===== src/rtl/apb_rr_master.sv =====
// Round-robin APB master: arbitrates NREQ req/done requesters onto one APB completer,
// sequences SETUP/ACCESS, and aborts transfers the completer does not finish within TIMEOUT cycles.
module apb_rr_master #(
  parameter int unsigned NREQ    = 4,
  parameter int unsigned ADDR_W  = 10,
  parameter int unsigned TIMEOUT = 32
) (
  input  logic                   clk,
  input  logic                   reset,
  input  logic [NREQ-1:0]        req_i,
  input  logic [NREQ-1:0]        req_rnw_i,
  input  logic [NREQ*ADDR_W-1:0] req_addr_i,
  input  logic [NREQ*32-1:0]     req_wdata_i,
  output logic [NREQ-1:0]        done_o,
  output logic                   err_o,
  output logic [31:0]            rdata_o,
  output logic                   psel_o,
  output logic                   penable_o,
  output logic                   pwrite_o,
  output logic [ADDR_W-1:0]      paddr_o,
  output logic [31:0]            pwdata_o,
  input  logic [31:0]            prdata_i,
  input  logic                   pready_i
);

  localparam int unsigned PTR_W = $clog2(NREQ);
  localparam int unsigned WD_W  = $clog2(TIMEOUT);
  localparam logic [PTR_W-1:0] LAST   = PTR_W'(NREQ - 1);
  localparam logic [WD_W-1:0]  WD_MAX = WD_W'(TIMEOUT - 1);
  localparam logic [PTR_W:0]   NREQ_W = (PTR_W + 1)'(NREQ);

  typedef enum logic [1:0] {IDLE, SETUP, ACCESS} state_t;

  state_t            state_q, state_d;
  logic [PTR_W-1:0]  ptr_q, ptr_d;
  logic [PTR_W-1:0]  owner_q, owner_d;
  logic [WD_W-1:0]   wdog_q, wdog_d;
  logic              psel_q, psel_d;
  logic              penable_q, penable_d;
  logic              pwrite_q, pwrite_d;
  logic [ADDR_W-1:0] paddr_q, paddr_d;
  logic [31:0]       pwdata_q, pwdata_d;
  logic [NREQ-1:0]   done_q, done_d;
  logic              err_q, err_d;
  logic [31:0]       rdata_q, rdata_d;

  logic [ADDR_W-1:0] addr_arr  [NREQ];
  logic [31:0]       wdata_arr [NREQ];
  logic              gnt_found;
  logic [PTR_W-1:0]  gnt_idx;
  logic [PTR_W:0]    cand;
  logic [PTR_W-1:0]  next_ptr;

  for (genvar k = 0; k < NREQ; k++) begin : g_unpack
    assign addr_arr[k]  = req_addr_i[k*ADDR_W +: ADDR_W];
    assign wdata_arr[k] = req_wdata_i[k*32 +: 32];
  end

  // Candidate index is ptr+i reduced explicitly, so non-power-of-two NREQ wraps correctly.
  always_comb begin
    gnt_found = 1'b0;
    gnt_idx   = '0;
    cand      = '0;
    for (int unsigned i = 0; i < NREQ; i++) begin
      cand = {1'b0, ptr_q} + (PTR_W + 1)'(i);
      if (cand >= NREQ_W) cand = cand - NREQ_W;
      if (!gnt_found && req_i[cand[PTR_W-1:0]]) begin
        gnt_found = 1'b1;
        gnt_idx   = cand[PTR_W-1:0];
      end
    end
  end

  assign next_ptr = (owner_q == LAST) ? '0 : owner_q + PTR_W'(1);

  always_comb begin
    state_d   = state_q;
    ptr_d     = ptr_q;
    owner_d   = owner_q;
    wdog_d    = wdog_q;
    psel_d    = psel_q;
    penable_d = penable_q;
    pwrite_d  = pwrite_q;
    paddr_d   = paddr_q;
    pwdata_d  = pwdata_q;
    done_d    = '0;
    err_d     = 1'b0;
    rdata_d   = rdata_q;
    case (state_q)
      IDLE: begin
        if (gnt_found) begin
          owner_d  = gnt_idx;
          pwrite_d = ~req_rnw_i[gnt_idx];
          paddr_d  = addr_arr[gnt_idx];
          pwdata_d = wdata_arr[gnt_idx];
          psel_d   = 1'b1;
          state_d  = SETUP;
        end
      end
      SETUP: begin
        penable_d = 1'b1;
        wdog_d    = '0;
        state_d   = ACCESS;
      end
      ACCESS: begin
        if (pready_i) begin
          done_d[owner_q] = 1'b1;
          rdata_d   = pwrite_q ? '0 : prdata_i;
          ptr_d     = next_ptr;
          psel_d    = 1'b0;
          penable_d = 1'b0;
          state_d   = IDLE;
        end else if (wdog_q == WD_MAX) begin
          done_d[owner_q] = 1'b1;
          err_d     = 1'b1;
          rdata_d   = '0;
          ptr_d     = next_ptr;
          psel_d    = 1'b0;
          penable_d = 1'b0;
          state_d   = IDLE;
        end else begin
          wdog_d = wdog_q + WD_W'(1);
        end
      end
      default: state_d = IDLE;
    endcase
  end

  always_ff @(posedge clk or negedge reset) begin
    if (!reset) begin
      state_q   <= IDLE;
      ptr_q     <= '0;
      owner_q   <= '0;
      wdog_q    <= '0;
      psel_q    <= 1'b0;
      penable_q <= 1'b0;
      pwrite_q  <= 1'b0;
      paddr_q   <= '0;
      pwdata_q  <= '0;
      done_q    <= '0;
      err_q     <= 1'b0;
      rdata_q   <= '0;
    end else begin
      state_q   <= state_d;
      ptr_q     <= ptr_d;
      owner_q   <= owner_d;
      wdog_q    <= wdog_d;
      psel_q    <= psel_d;
      penable_q <= penable_d;
      pwrite_q  <= pwrite_d;
      paddr_q   <= paddr_d;
      pwdata_q  <= pwdata_d;
      done_q    <= done_d;
      err_q     <= err_d;
      rdata_q   <= rdata_d;
    end
  end

  assign done_o    = done_q;
  assign err_o     = err_q;
  assign rdata_o   = rdata_q;
  assign psel_o    = psel_q;
  assign penable_o = penable_q;
  assign pwrite_o  = pwrite_q;
  assign paddr_o   = paddr_q;
  assign pwdata_o  = pwdata_q;

endmodule


===== config.mk =====
export PLATFORM = sky130hd
export DESIGN_NAME = apb_rr_master
export DESIGN_NICKNAME = d
export VERILOG_FILES = /design/src/rtl/apb_rr_master.sv
export SDC_FILE = /design/constraint.sdc
export NUM_CORES = 1
export LEC_CHECK = 0
export ABC_AREA = 1
export CORE_MARGIN = 8
export CORE_UTILIZATION = 43
export CTS_CLUSTER_DIAMETER = 40
export DETAILED_ROUTE_END_ITERATION = 8
export HOLD_SLACK_MARGIN = 0.1
export PLACE_DENSITY = 0.9
export SYNTH_ARGS = -nofsm -noshare
export SYNTH_HDL_FRONTEND = slang
export SYNTH_SLANG_ARGS = --single-unit

===== constraint.sdc =====
create_clock -name clk -period 4.9 [get_ports clk]
set_clock_uncertainty 0.1 [all_clocks]
set_input_delay 0.98 -clock clk [delete_from_list [all_inputs] [get_ports clk]]
set_output_delay 0.98 -clock clk [all_outputs]
set_load 0.05 [all_outputs]

* Yosys cells after proc, flatten, opt, wreduce, memory -nomap -nowiden *
Index checks and enable logic that the tools add are counted.

cells by class
  add/subtract/negate cells = 9
  magnitude comparators = 12
  eq/ne operators = 8
  multiplexer cells = 54
  bitwise logic cells = 2
  reductions and logical operators = 17

operators with widths
  kind                                                                   number
  32-bit 2-to-1 mux                                                      5
  32-bit binary-select mux with 2-bit select                             1
  2-bit 2-to-1 mux                                                       14
  10-bit binary-select mux with 2-bit select                             1
  10-bit 2-to-1 mux                                                      2
  2-bit by 3-bit < comparator with 1-bit output (second input constant)  6
  1-bit 2-to-1 mux                                                       16
  3-bit >= comparator (second input constant)                            4
  4-bit 2-to-1 mux                                                       3
  1-bit binary-select mux with 2-bit select                              5
  5-bit 2-to-1 mux                                                       2
  5-bit case mux with 2 select lines                                     1
  2-bit AND reduction                                                    4
  2-bit by 1-bit subtractor with 2-bit output (second input constant)    4
  2-bit by 2-bit adder with 3-bit output (second input constant)         2
  2-bit != test (second input constant)                                  3
  2-bit case mux with 3 select lines                                     1
  3-bit AND reduction                                                    2
  2-bit nonzero test                                                     3
  5-bit by 1-bit adder with 5-bit output (second input constant)         1
  5-bit equality test (second input constant)                            1
  2-bit equality test (second input constant)                            2
  1-bit logical AND                                                      4
  1-bit case mux with 2 select lines                                     2
  other kinds (11)                                                       13

storage, ports and cells
  register bits after elaboration = 93
  bits of input ports = 211
  output and inout port bits = 82

* Depth between registers and ports, before layout *
Gate-level depths: netlist (run 1).

  word-level depth = 18
  mapped depth = 17

* Worst setup path after synthesis (run 1) *
Ideal clock, no wire load.

  kind = input port to flip-flop
  from = in req_i[3]
  to = reg paddr_q[9] (netlist: paddr_o[9])
  setup time = 0.125 ns
  arrival = 2.142 ns
  path slack = 2.534 ns
  stages on the path = 13
  path through = inv_1 nand2_1 nand3_1 nand2_1 nor2_4 nand3_1 nand3_1 nand2_4 inv_4 nor2_8 buf_4 nand2_1 nand3_1

between the ends
  longest elaborated chain between the ends = 16

RTL lines
  what                                                    RTL line  source
  from (decl)                                             10        input logic [NREQ-1:0] req_i,
  1-bit binary-select mux with 2-bit select               67        if (!gnt_found && req_i[cand[PTR_W-1:0]]) begin
  1-bit 2-to-1 mux (not written as such)                  67
  1-bit 2-to-1 mux                                        67
  1-bit zero test                                         67
  1-bit logical AND                                       67
  1-bit 2-to-1 mux                                        67
  1-bit zero test                                         67
  1-bit logical AND                                       67
  1-bit 2-to-1 mux                                        67
  1-bit zero test                                         67
  1-bit logical AND                                       67
  2-bit 2-to-1 mux                                        67
  2-bit inverter with 3-bit output (not written as such)  94        paddr_d = addr_arr[gnt_idx];
  10-bit binary-select mux with 2-bit select              94
  10-bit 2-to-1 mux (not written as such) (2 in series)   94
  to (signal assigned)                                    151       paddr_q <= paddr_d;
  to (decl)                                               41        logic [ADDR_W-1:0] paddr_q, paddr_d;

Parallel ways exist; a longest one is shown, timed or not. The select of a mux whose other input is x is not followed.
A chain may end at the register's enable or synchronous reset.

* Worst setup path after layout (run 1) *
  from = in req_i[3]
  to = reg pwdata_q[0] (netlist: pwdata_o[0])

between the ends
  longest elaborated chain between the ends = 16

RTL lines
  what                                                    RTL line  source
  1-bit binary-select mux with 2-bit select               67
  1-bit 2-to-1 mux (not written as such)                  67
  1-bit 2-to-1 mux                                        67
  1-bit zero test                                         67
  1-bit logical AND                                       67
  1-bit 2-to-1 mux                                        67
  1-bit zero test                                         67
  1-bit logical AND                                       67
  1-bit 2-to-1 mux                                        67
  1-bit zero test                                         67
  1-bit logical AND                                       67
  2-bit 2-to-1 mux                                        67
  2-bit inverter with 3-bit output (not written as such)  95        pwdata_d = wdata_arr[gnt_idx];
  32-bit binary-select mux with 2-bit select              95
  32-bit 2-to-1 mux (not written as such) (2 in series)   95
  to (signal assigned)                                    152       pwdata_q <= pwdata_d;
  to (decl)                                               42        logic [31:0] pwdata_q, pwdata_d;

Parallel ways exist; a longest one is shown, timed or not. The select of a mux whose other input is x is not followed.

==> impl_results.md, run 1 <==
- Status: completed
- Most common cell in the synthesized netlist: nand2_1
- DP Wirelength: 14,800 um
- Placement Cell Area: roughly 0.0084 mm^2
- Root Driver: clkbuf_16
- Worst slew pin tran: 1040 ps
- CP max-delay cell: buf_4
- First DRT Iteration DRCs: about 430
- Ports: 293
- Max Slew Vio Count: 0
- Max_cap viols: 0
- Max Buffers Root-to-Sink: 2
- Routability cong.: around 0.90
- Routed vias: around 6,100
- Total design power: 6.68 mW
- Die height: 129 um
- Largest net degree at the start of global routing: 88
- DRT Wirelength: 19,600 um
- CTS tree: built
- CTS resizes: 0
- FF+latch count, synth: 93
- Largest area contributor in the netlist: dfrtp_1
- Design Area, Final: 0.00873 mm^2
- Crit path largest cell delay: 700 ps
- LEAKAGE: 4.48 nW
- Fin crit share: between 70% and 80%
- Final setup viols: 0
- Number of port buffers: 292
- Gr usage total: 22.7%
- Worst-path maximum fanout: 87
- Power Density: 766 mW/mm^2
- Ys Warns: 0
- Post CTS Setup Buffer Count: 0
- Syn avg cell area: between 6 and 7 um^2
- Net count after synthesis: 1,048
- Layout cells sized above 1: under 10%
- Distinct cells, synth: 30
- Vias in the first global route: approximately 5,900
- Final net count: 1,314
- Clock-pin slew of the registers on the worst-case setup and hold paths: around 70 ps
- CTS Buf Count: 9
- First-pass GRT wire length: 30,200 um
- Area of the core: 0.0126 mm^2
- Post-synth EDFFs: 0
- Synth Cell Area: 0.00551 mm^2
- Minimum clock period: 3550 ps
- Worst VDD drop: 841 uV
- Setup TNS: 0 ps
- Synth-to-Final Area Change: 58.5%
- Hold Fails Final Rpt: 0
- Worst Path Arrival: 3730 ps
- Vias/cell: between 4 and 5
- Unrepaired setup endpoints after global routing: false
- Initial Util: about 44%
- DR DRC count: 0
- Post-synth top area share: 42.3%
- Hold Slack: 383 ps
- Drt first pass iters: 5
- Worst slew margin: 30.6%
- Setup Crit Path Kind: in2reg
- Skew-Pair Late Insertion Delay: 340 ps
- Register area share after synthesis: 42.3%
- CP dominant cell by count: nand2_1
- Post-route ant nets: 0
- Hold WC Path Type: reg2reg
- Synth cell count leaders: nand2_1, dfrtp_1, nand3_1
- Routed len/inst: roughly 15 um
- Hold buffers post-CTS: 0
- CP cell instances: clkdlybuf4s50_1 -> inv_1 -> nand2_1 -> nand3_1 -> nand2_1 -> nor2_4 -> nand3_4 -> nand3_2 -> buf_4 -> nand2_1 -> nand2_1 -> nand2_1 -> nand2_1 -> nand2_1 -> nand2_1
- Asr flop ratio synth: 100%
- Cell family with most CP delay: simple AND/OR/NAND/NOR gates
- Worst Path Required: 5080 ps
- Buf+Inv Stages, Crit Path: 3
- Critical Path Start Type: input pin
- Row cnt: 41
- Critical Path End Type: register
- Die width: 129 um
- Die ar.: about 0.017 mm^2
- Initial antenna violation count: 0
- Synth area leaders: dfrtp_1, nand2_1, nand3_1
- H-tree levels: 3
- Global route overflow: 0
- Max Clk Rate: 281 MHz
- Gate Count Post-Synth: a little over 800
- Ys flop type: dfrtp_1
- ANT cells: 0
- Clk sink count: 93
-- worst paths after layout --
path,slack (ps),depth (start not counted),from,end
min,380,2,pwdata_o[0]$_DFFE_PN0P_,pwdata_o[0]$_DFFE_PN0P_
min in group asynchronous,620,1,reset,rdata_o[13]$_DFFE_PN0P_
min reg2reg,380,2,pwdata_o[0]$_DFFE_PN0P_,pwdata_o[0]$_DFFE_PN0P_
max in group asynchronous,3160,2,reset,pwdata_o[26]$_DFFE_PN0P_
max,1350,15,req_i[3],pwdata_o[0]$_DFFE_PN0P_
max reg2reg,1740,15,ptr_q[0]$_DFFE_PN0P_,pwdata_o[0]$_DFFE_PN0P_
-- final cells by class --
| type | count | area (um^2) |
|---|---|---|
| clock buffers | 10 | 239 |
| clock inverters | 6 | 53.8 |
| fillers | 1007 | 3840 |
| inverters | 89 | 337 |
| multi-input cells | 608 | 2610 |
| flip-flops and latches | 93 | 2330 |
| well taps | 172 | 215 |
| repair buffers | 296 | 2950 |
-- worst min-delay path, stage by stage (launching register included) --
cell	delay, ps
dfrtp_1	340
nand2_1	50
nand2_1	60
-- kinds of logic after synthesis --
kind of cell | after synthesis | share of synthesized area (%)
flip-flops | 93 | 42.3
AND/OR/NAND/NOR | 556 | 41.4
buffers and inverters | 130 | 10.5
adder cells (fa/ha/maj) | 6 | 1.36
XOR/XNOR | 1 | 0.159
AO/OA/AOI/OAI | 45 | 4.34
-- per-layer routing --
metal | vias to the layer above | part of all wire (%) | track usage, %
li1 | 3065 | - | -
met2 | 252 | 49 | 39.0
met4 | 0 | 2.3 | 7.88
met1 | 2777 | 39 | 25.7
met5 | - | 0 | 0
met3 | 27 | 9.9 | 7.56
-- per-stage QoR --
stage	setup WS [ps]	util (%)	std cells
floorplan	2530	-	831
global placement	1150	67.1	1258
detailed placement	1010	67.1	1258
CTS	1380	69.4	1274
global route	1120	69.4	1274
finish	1350	69.4	1274
-- cells in the final DEF, fill, tap and decap left out, drive strengths merged --
cell / count
clkinvlp: 1
nand3: 88
nand4: 1
a22o: 2
nand2: 452
inv: 92
o21ai: 40
nor2: 12
dfrtp: 93
o22ai: 1
clkbuf: 10
buf: 5
clkdlybuf4s50: 291
a32o: 1
ha: 6
or2: 1
xor2: 1
nor3: 1
nand3b: 1
clkinv: 2
a21oi: 1
-- sequential cells by signal, indices dropped and copies added (netlist names), 2 cells and up --
name	cells
pwdata_o	32
rdata_o	32
paddr_o	10
wdog_q	5
done_o	4
owner_q	2
ptr_q	2
state_q	2
-- power breakdown --
part	internal, mW	switching (mW)	total, mW
sequential	1.11	0.196	1.31
combinational	1.47	3.22	4.69
clock	0.367	0.319	0.686
(Power assumes the default switching activity.)
==> run 2: changes to the inputs <==
--- a/config.mk
+++ b/config.mk
@@ -7,11 +7,11 @@
 export LEC_CHECK = 0
 export ABC_AREA = 1
 export CORE_MARGIN = 8
-export CORE_UTILIZATION = 43
+export CORE_UTILIZATION = 36
 export CTS_CLUSTER_DIAMETER = 40
 export DETAILED_ROUTE_END_ITERATION = 8
 export HOLD_SLACK_MARGIN = 0.1
-export PLACE_DENSITY = 0.9
+export PLACE_DENSITY = 0.81
 export SYNTH_ARGS = -nofsm -noshare
 export SYNTH_HDL_FRONTEND = slang
 export SYNTH_SLANG_ARGS = --single-unit
==> constraint.sdc (replaced) <==
create_clock -name clk -period 3.15 [get_ports clk]
set_clock_uncertainty 0.1 [all_clocks]
set_input_delay 0.63 -clock clk [delete_from_list [all_inputs] [get_ports clk]]
set_output_delay 0.63 -clock clk [all_outputs]
set_load 0.05 [all_outputs]
==> run 2 against run 1 <==
Die area increased by 17%. Design area increased by 1.9%. Power increased by 61%. Hold slack got worse by 200 ps. Register-to-register slack got worse by 1200 ps. Flip-flop and latch count unchanged. Utilization decreased by 10 points. Largest cell class unchanged. Highest routed layer is now met5. First-iteration DRC count decreased by 28%. Non-clock buffer count increased by 5.
==> impl_results.md, run 2 (synthesis results as in run 1) <==
- Global route overflow: 0 (unchanged)
- First-pass GRT wire length: 32,200 um (+6.4%)
- Routed vias: 6,148 (+0.44%)
- Critical Path End Type: register
- Most frequent cells in the layout: nand2_1, clkdlybuf4s50_1, dfrtp_1
- Number of port buffers: 292 (unchanged)
- CTS resizes: 0 (unchanged)
- Ports: 293 (unchanged)
- Clock-pin slew of the registers on the worst-case setup and hold paths: 70 ps (about the same)
- DR DRC count: 0 (unchanged)
- First DRT Iteration DRCs: 312 (-28%)
- Reg2reg start: ptr_q[0]$_DFFE_PN0P_
- Row cnt: 45 (+9.8%)
- Sw Ratio: 54.4% (-1.6 points)
- CTS tree: built
- M3 GR Usage: 6.22% (-1.3 points)
- Crit path largest cell delay: 570 ps (-130 ps)
- Unrepaired setup endpoints after global routing: false
- Power Density: 1210 mW/mm^2 (+57%)
- Cell family with most CP delay: simple AND/OR/NAND/NOR gates
- Hold buffers post-CTS: 0 (unchanged)
- Die width: 140 um (+8.1%)
- Layout cells sized above 1: 3.70% (+0.44 points)
- Initial antenna violation count: 1 (+1)
- Drt first pass iters: 5 (unchanged)
- CP max-delay cell: dfrtp_1
- Post-route ant nets: 0 (unchanged)
- Die ar.: 0.0195 mm^2 (+17%)
- DP Wirelength: 15,400 um (+4.0%)
- Worst VDD drop: 752 uV (-11%)
- Largest net degree at the start of global routing: 87 (-1.1%)
- Top Usage Layer GRT: met2
- Max Clk Rate: 383 MHz
- Combinational Power Share: 69.8% (-0.3 points)
- Worst Path Arrival: 2780 ps (-950 ps)
- Final net count: 1,319 (+0.38%)
- Hold Slack: 181 ps (-201 ps)
- Vias in the first global route: 6,216 (+4.7%)
- CP dominant cell by count: nand2_1
- Internal power: 4.90 mW (+66%)
- Gr usage total: 20.3% (-2.4 points)
- Hold Fails Final Rpt: 0 (unchanged)
- Max Slew Vio Count: 0 (unchanged)
- Worst Path Required: 3320 ps (-1760 ps)
- Worst slew pin tran: 627 ps (-411 ps)
- Skew-Pair Late Insertion Delay: 340 ps (about the same)
- P_sw: 5.83 mW (+56%)
- ANT cells: 0 (unchanged)
- Post CTS Setup Buffer Count: 0 (unchanged)
- GRT met2 Usage: 34.6% (-4.4 points)
- Clock Power Share: 11.2% (+0.9 points)
- Worst slew margin: 58.2% (+28 points)
- Fillers: 1,399 (+39%)
- DRT Wirelength: 19,800 um (+0.91%)
- Final setup viols: 0 (unchanged)
- CP cell instances: inv_2 -> nand2_1 -> nand2_2 -> nand2_1 -> nand2_1 -> nor2_4 -> nand4_1 -> nand2_4 -> inv_4 -> nor2_8 -> nand2_1 -> nand3_1
- Critical Path Start Type: register
- Status: completed
- Setup Crit Path Kind: reg2reg
- LEAKAGE: 4.55 nW (+1.6%)
- Max Buffers Root-to-Sink: 2 (unchanged)
- Max_cap viols: 0 (unchanged)
- Register area: 0.00233 mm^2 (unchanged)
- Root Driver: clkbuf_16
- Setup TNS: 0 ps (unchanged)
- Crit path launch: ptr_q[0]$_DFFE_PN0P_
- CTS Buf Count: 9 (unchanged)
- Vias/cell: 4.75 (-1.2%)
- Clk sink count: 93 (unchanged)
- Routed len/inst: 15.3 um (-0.72%)
- Synth-to-Final Area Change: 61.6%
- Sequential Power Share: 19.0% (-0.6 points)
- Worst-path maximum fanout: 28 (-68%)
- Initial Util: 36.5% (-7.3 points)
- Met1 usage: 23.9% (-1.9 points)
- Fin crit share: between 80 and 90%
- Area occupied by multi-input gates: 0.00261 mm^2 (+0.29%)
- Hold WC Path Type: in2async
- Die height: 140 um (+8.1%)
- H-tree levels: 3 (unchanged)
- Area of the core: 0.0151 mm^2 (+20%)
- Routability cong.: 0.917 (+1.9%)
- Minimum clock period: ~2600 ps
- Buf+Inv Stages, Crit Path: 2 (-1)
- Commonest non-fill, non-tap cell in the layout: nand2_1
-- run 2: cell count changes in the layout (fill, tap and decap cells not counted), sizes merged --
| cell | before | now |
|---|---|---|
| inv | 92 | 89 |
| clkinv | 2 | 3 |
| clkinvlp | 1 | 0 |
| bufinv | 0 | 2 |
| buf | 5 | 10 |
| clkbuf | 10 | 11 |
-- run 2: final timing paths --
path	to	slack [ps]	cells after the start
setup / recovery	paddr_o[8]$_DFFE_PN0P_	540	12
hold / removal	rdata_o[11]$_DFFE_PN0P_	180	1
setup reg to reg	paddr_o[8]$_DFFE_PN0P_	540	12
hold reg to reg	pwdata_o[8]$_DFFE_PN0P_	380	2
max in group asynchronous	penable_o$_DFFE_PN0P_	2070	2
min in group clk	pwdata_o[8]$_DFFE_PN0P_	380	2
-- run 2: final cells by class --
type                    count  share of cell area [%]
inverters                  89                    3.78
flip-flops and latches     93                    26.2
well taps                 188                    2.64
multi-input cells         608                    29.4
repair buffers            301                    34.3
clock inverters             5                   0.928
clock buffers              11                    2.84
-- run 2: layer usage --
layer	routed length (um)	share of wire [%]	vias to the layer above
met5	9	0.046	-
met4	412	2.1	2
met3	1740	8.8	28
met2	9490	48	232
met1	8120	41	2810
li1	-	-	3076
-- run 2: metrics by stage --
| step | cell area, um^2 | instances | util, % | worst slack [ps] | total power, mW |
|---|---|---|---|---|---|
| after global placement | 8560 | 1279 | 56.7 | 315 | 9.47 |
| final | 8900 | 1295 | 59.0 | 536 | 10.7 |
| after global routing | 8900 | 1295 | 59.0 | 271 | 11.7 |
| after floorplan | 5510 | 831 | - | 1130 | 7.45 |
| after detailed placement | 8560 | 1279 | 56.7 | 223 | 9.60 |
| after CTS | 8900 | 1295 | 59.0 | 537 | 10.8 |
-- run 2: power groups by stage --
stage	Sequential [mW]	Clock, mW	Combinational (mW)
2_1_floorplan	3.52	0	3.92
3_5_place_dp	2.05	0	7.55
5_1_grt	2.10	1.29	8.30
4_1_cts	2.04	1.24	7.56
6_report	2.04	1.20	7.49
3_3_place_gp	2.04	0	7.44
